<file path="src/rtl/div_pkg.sv">
// div_pkg: state encoding and sizing helpers shared by the restoring divider.
package div_pkg;
   typedef enum logic [1:0] {IDLE, LOAD, RUN, DONE} state_t;
   localparam logic [63:0] DIV0_QUOTIENT = '1;
   function automatic int clog2(input int v);
      int w = 0;
      while ((1 << w) < v) w++;
      return w;
   endfunction
endpackage

</file>
<file path="src/rtl/div_step.sv">
// div_step: one compare/subtract stage of the restoring division.
module div_step #(
   parameter int DIVISOR_W = 2
) (
   input  logic [DIVISOR_W:0]   r_shift,
   input  logic [DIVISOR_W-1:0] divisor,
   output logic [DIVISOR_W-1:0] r_next,
   output logic                 q_bit
);
   // Result is below divisor either way, so it always fits in DIVISOR_W bits.
   always_comb begin
      q_bit  = r_shift >= {1'b0, divisor};
      r_next = DIVISOR_W'(q_bit ? r_shift - {1'b0, divisor} : r_shift);
   end
endmodule

</file>
<file path="src/rtl/restoring_divider.sv">
// restoring_divider: sequential unsigned divider, one quotient bit per clock.
module restoring_divider
   import div_pkg::*;
#(
   parameter int DIVIDEND_W = 4,
   parameter int DIVISOR_W  = 2
) (
   input  logic                  clk,
   input  logic                  reset,
   input  logic                  start,
   input  logic [DIVIDEND_W-1:0] dividend,
   input  logic [DIVISOR_W-1:0]  divisor,
   output logic [DIVIDEND_W-1:0] quotient,
   output logic [DIVISOR_W-1:0]  remainder,
   output logic                  busy,
   output logic                  done,
   output logic                  div_by_zero
);
   localparam int CW = clog2(DIVIDEND_W);
   state_t state, state_next;
   logic [DIVIDEND_W-1:0] dsr, q;
   logic [DIVISOR_W-1:0] dv, r, r_next;
   logic [CW-1:0] cnt;
   logic dz, q_bit, accept;
   div_step #(.DIVISOR_W(DIVISOR_W)) u_step (
      .r_shift({r, dsr[DIVIDEND_W-1]}),
      .divisor(dv),
      .r_next(r_next),
      .q_bit(q_bit)
   );
   assign accept = start && (state == IDLE || state == DONE);
   always_ff @(posedge clk or posedge reset)
      if (reset) state <= IDLE;
      else state <= state_next;
   always_comb begin
      state_next = state;
      case (state)
         IDLE: state_next = start ? LOAD : IDLE;
         LOAD: state_next = dv == '0 ? DONE : RUN;
         RUN:  state_next = cnt == '0 ? DONE : RUN;
         DONE: state_next = start ? LOAD : IDLE;
         default: state_next = IDLE;
      endcase
   end
   // Operands are captured on accept so the inputs may change while busy.
   always_ff @(posedge clk or posedge reset)
      if (reset) begin
         dsr <= '0;
         dv  <= '0;
         r   <= '0;
         q   <= '0;
         cnt <= '0;
         dz  <= 1'b0;
      end else if (accept) begin
         dsr <= dividend;
         dv  <= divisor;
      end else if (state == LOAD) begin
         r   <= '0;
         cnt <= CW'(DIVIDEND_W - 1);
         dz  <= dv == '0;
         q   <= dv == '0 ? DIV0_QUOTIENT[DIVIDEND_W-1:0] : '0;
      end else if (state == RUN) begin
         dsr <= dsr << 1;
         r   <= r_next;
         q   <= {q[DIVIDEND_W-2:0], q_bit};
         cnt <= cnt - CW'(1);
      end
   assign quotient    = q;
   assign remainder   = r;
   assign div_by_zero = dz;
   assign busy        = state == LOAD || state == RUN;
   assign done        = state == DONE;
endmodule

</file>
<file path="config.mk">
export PLATFORM = sky130hd
export DESIGN_NAME = restoring_divider
export DESIGN_NICKNAME = d
export VERILOG_FILES = /design/src/rtl/div_pkg.sv /design/src/rtl/div_step.sv /design/src/rtl/restoring_divider.sv
export SDC_FILE = /design/constraint.sdc
export NUM_CORES = 1
export LEC_CHECK = 0
export ABC_AREA = 1
export CAP_MARGIN = 20
export CORE_UTILIZATION = 40
export DETAILED_ROUTE_END_ITERATION = 8
export SETUP_SLACK_MARGIN = 0.15
export SKIP_CTS_REPAIR_TIMING = 1
export SLEW_MARGIN = 20
export SYNTH_ARGS = -nofsm -noshare
export SYNTH_HDL_FRONTEND = slang
export SYNTH_SLANG_ARGS = --single-unit
export TNS_END_PERCENT = 100
</file>
<file path="constraint.sdc">
create_clock -name clk -period 2 [get_ports clk]
set_input_delay 0.2 -clock clk [delete_from_list [all_inputs] [get_ports clk]]
set_output_delay 0.2 -clock clk [all_outputs]
set_load 0.005 [all_outputs]
</file>
==> results.rst <==
.. list-table::
   :header-rows: 1

   * - Metric
     - Value
   * - Result of the run
     - finished, final reports clean
   * - Fraction of final layout cells sized beyond drive strength 1
     - 17.3%
   * - Sort of element at the start of the critical path
     - flop
   * - Die Height
     - 50.2 µm
   * - Share of synthesized area occupied by flip-flops and latches
     - 45.8%
   * - Area of all placed cells without fillers
     - 1170 µm²
   * - Placed standard-cell area
     - 1110 µm²
   * - Post-detailed-route wirelength per cell
     - 11.6 µm
   * - Total global routing overflow
     - 0
   * - Wire length reported by the detailed router
     - 1.79 mm
   * - Post-Place Setup Slack
     - 0.380 ns
   * - Cells after synthesis
     - 103
   * - Data required time at the worst endpoint
     - 1.80 ns
   * - Detailed-placement wirelength estimate
     - 1.29 mm
   * - Die Width
     - 50.2 µm
   * - Number of global-route vias before repair
     - 788
   * - Net count, final
     - 143
   * - Number of buffers added by the clock tree synthesis step
     - 3
   * - Number of buffers between clock root and the deepest sink
     - 2
   * - DRC violation count after routing
     - 0
   * - Endpoint arrival time on the critical path
     - 1.46 ns
   * - Buffering stage count on the worst path with inverters included
     - 2
   * - All-Layer GR Usage
     - 17.3%
   * - Worst relative slew slack
     - 55.0%
   * - Most common cell in the netlist
     - sky130_fd_sc_hd__nand2_1
   * - Count of final hold-check violations
     - 0
   * - CTS clock-pin slew for the worst setup and hold paths
     - 0.11 ns
   * - Number of max-slew violations in the final report
     - 0
   * - Critical path, cell by cell
     - buf_4 > ha_1 > clkdlybuf4s50_1
   * - CP peak stage delay
     - 0.43 ns
   * - CP Max Fanout
     - 3
   * - Count of port buffers added during placement
     - 17
   * - Shortest period the worst path allows
     - 1.66 ns
   * - Antenna violations before repair
     - 0
   * - Layout filler cell count
     - 214
   * - Critical setup path kind
     - flop to output pin
   * - Pin count of the biggest net entering global routing
     - 18
   * - Total I/O pin count
     - 18
   * - Remaining number of nets flagged by the antenna check after routing
     - 0
   * - Final setup slack of the worst path
     - 0.336 ns
   * - Standard-cell row count
     - 17
   * - Final worst-path cycle share
     - 83.2%
   * - CTS sink cnt
     - 17
   * - Synth top cells by count
     - 29 x sky130_fd_sc_hd__nand2_1, 17 x sky130_fd_sc_hd__dfrtp_1, 16 x sky130_fd_sc_hd__inv_1, 7 x sky130_fd_sc_hd__nand3_1, 6 x sky130_fd_sc_hd__ha_1
   * - Share of Yosys cell area claimed by the top area cell type
     - 45.8%
   * - Unique cell type count in the Yosys netlist
     - 22
   * - Power per standard cell area
     - 1770 nW/µm²
   * - Avg Cell Area, Syn
     - 9.01 µm²
   * - Root Buffer
     - sky130_fd_sc_hd__clkbuf_4
   * - Summed negative setup slack over all endpoints
     - 0 ns
   * - Skew final
     - 0.00660 ns
   * - Top Family by Delay on Critical Path
     - buffers and inverters
   * - Slew @ Worst Pin
     - 0.674 ns
   * - Vias/cell
     - 4.73
   * - Number of setup violations in the final report
     - 0
   * - Standard cell with the maximum stage delay on the critical path
     - sky130_fd_sc_hd__clkdlybuf4s50_1
   * - Minimum hold slack
     - 0.291 ns
   * - Asr flop ratio synth
     - 100%
   * - Via Count
     - 733
   * - H-tree depth
     - 1
   * - Unrepaired setup endpoints after global routing
     - no
   * - Syn. warnings
     - 0
   * - Initial DRC Count
     - 8
   * - Number of violations of the max-capacitance limit
     - 0
   * - Standard cell core area
     - 2190 µm²
   * - Synthesized net count
     - 118
   * - Number of enable flip-flop cells after synthesis
     - 0
   * - Maximum clock frequency
     - 601 MHz
   * - Antenna cell count
     - 0
   * - Peak supply drop
     - 905 µV
   * - Synthesized cell area
     - 928 µm²
   * - Core Util, Final
     - 53.4%
   * - Placer's final routability congestion estimate
     - 0.834
   * - First-pass GRT wire length
     - 3.27 mm
   * - Synth Flop Type
     - sky130_fd_sc_hd__dfrtp_1
   * - First drt pass iteration count
     - 4
   * - Classification of the worst-slack hold path
     - input pin to async pin
   * - Lkg Pwr
     - 0.000606 µW
   * - CTS tree
     - done
   * - Most area-consuming cells after synthesis
     - sky130_fd_sc_hd__dfrtp_1 46%, sky130_fd_sc_hd__nand2_1 12%, sky130_fd_sc_hd__ha_1 8.1%
   * - Depth of the worst register-to-register path
     - 9
   * - Cell type with the highest aggregate area in the netlist
     - sky130_fd_sc_hd__dfrtp_1
   * - Full die area
     - 2520 µm²
   * - Yosys reg bits
     - 17
   * - Area growth from synthesis to layout
     - 26.0%
   * - Worst Setup End Kind
     - output pin
   * - Effective utilization at floorplan
     - 42.4%
   * - Critical path depth in cells
     - 3
   * - Worst-skew pair later-pin latency
     - 0.29 ns
layout by cell type, fill, tap and decap left out, drive strengths merged, types with 2 or more instances in the layout:
master,n
inv,18
ha,6
nor2,5
buf,5
nand3,8
clkbuf,3
o211ai,2
nand2,33
o21ai,9
clkdlybuf4s50,16
dfrtp,17
cells by family (layout without fill, tap and decap cells):
group / Yosys count / after routing / share of synthesized area, %
and+or+nand+nor: 46 / 46 / 25.2
buffers and inverters: 20 / 44 / 10.9
DFF: 17 / 17 / 45.8
AOI/OAI and AO/OA: 13 / 13 / 9.03
adders and majority gates: 6 / 6 / 8.09
xor gates and xnor gates: 1 / 1 / 0.944
metal layers:
layer	up-vias	wire length, µm	GRT usage [%]	share of wire (%)
met5	-	0	0	0
met4	0	10	2.86	0.56
met3	2	91	6.06	5.1
met2	14	829	29.3	46
met1	342	861	21.2	48
li1	375	-	-	-
worst reg2reg max path: stages (launching register included):
cell and delay (ns):
sky130_fd_sc_hd__dfrtp_1 0.39, sky130_fd_sc_hd__inv_1 0.05, sky130_fd_sc_hd__ha_1 0.31, sky130_fd_sc_hd__buf_4 0.19
sky130_fd_sc_hd__nand2_4 0.09, sky130_fd_sc_hd__inv_4 0.08, sky130_fd_sc_hd__nor2_4 0.15, sky130_fd_sc_hd__nor2_8 0.06
sky130_fd_sc_hd__nand2_1 0.09, sky130_fd_sc_hd__o21ai_2 0.05
flip-flops by register name, indices dropped and copies added, names as in the netlist:
signal / cells
dv: 2
quotient: 4
dsr: 4
cnt: 2
div_by_zero: 1
state: 2
remainder: 2
final cells by class:
cell class,count,area [µm²],share of cell area [%]
clock buffer,3,22.5,1.93
clock inverter,1,5.00,0.428
inverter,18,70.1,5.99
multi-input combinational,66,402,34.3
sequential,17,425,36.4
tap,28,35.0,2.99
timing repair buffer,22,210,18.0
worst paths after layout:
check | start | end | slack [ns]
setup / recovery | state[0] | done | 0.34
hold / removal | reset | remainder[0] | 0.29
setup reg to reg | state[0] | dsr[3] | 0.43
hold reg to reg | div_by_zero | div_by_zero | 0.49
max in group asynchronous | reset | dsr[2] | 1.28
min in group clk | divisor[0] | dv[0] | 0.45
power by group:
group          leakage, µW  internal, µW  switching, µW
Combinational     0.000378           586            700
Clock            0.0000177          74.4            112
Sequential        0.000211           512           87.1
Total             0.000606          1170            899
through the flow:
step | total power [µW] | std cells
floorplan | 1510 | 103
global placement | 1810 | 147
detailed placement | 1820 | 147
CTS | 2030 | 151
global route | 2290 | 155
finish | 2070 | 155
No activity file was read; power rests on OpenSTA's default activity.
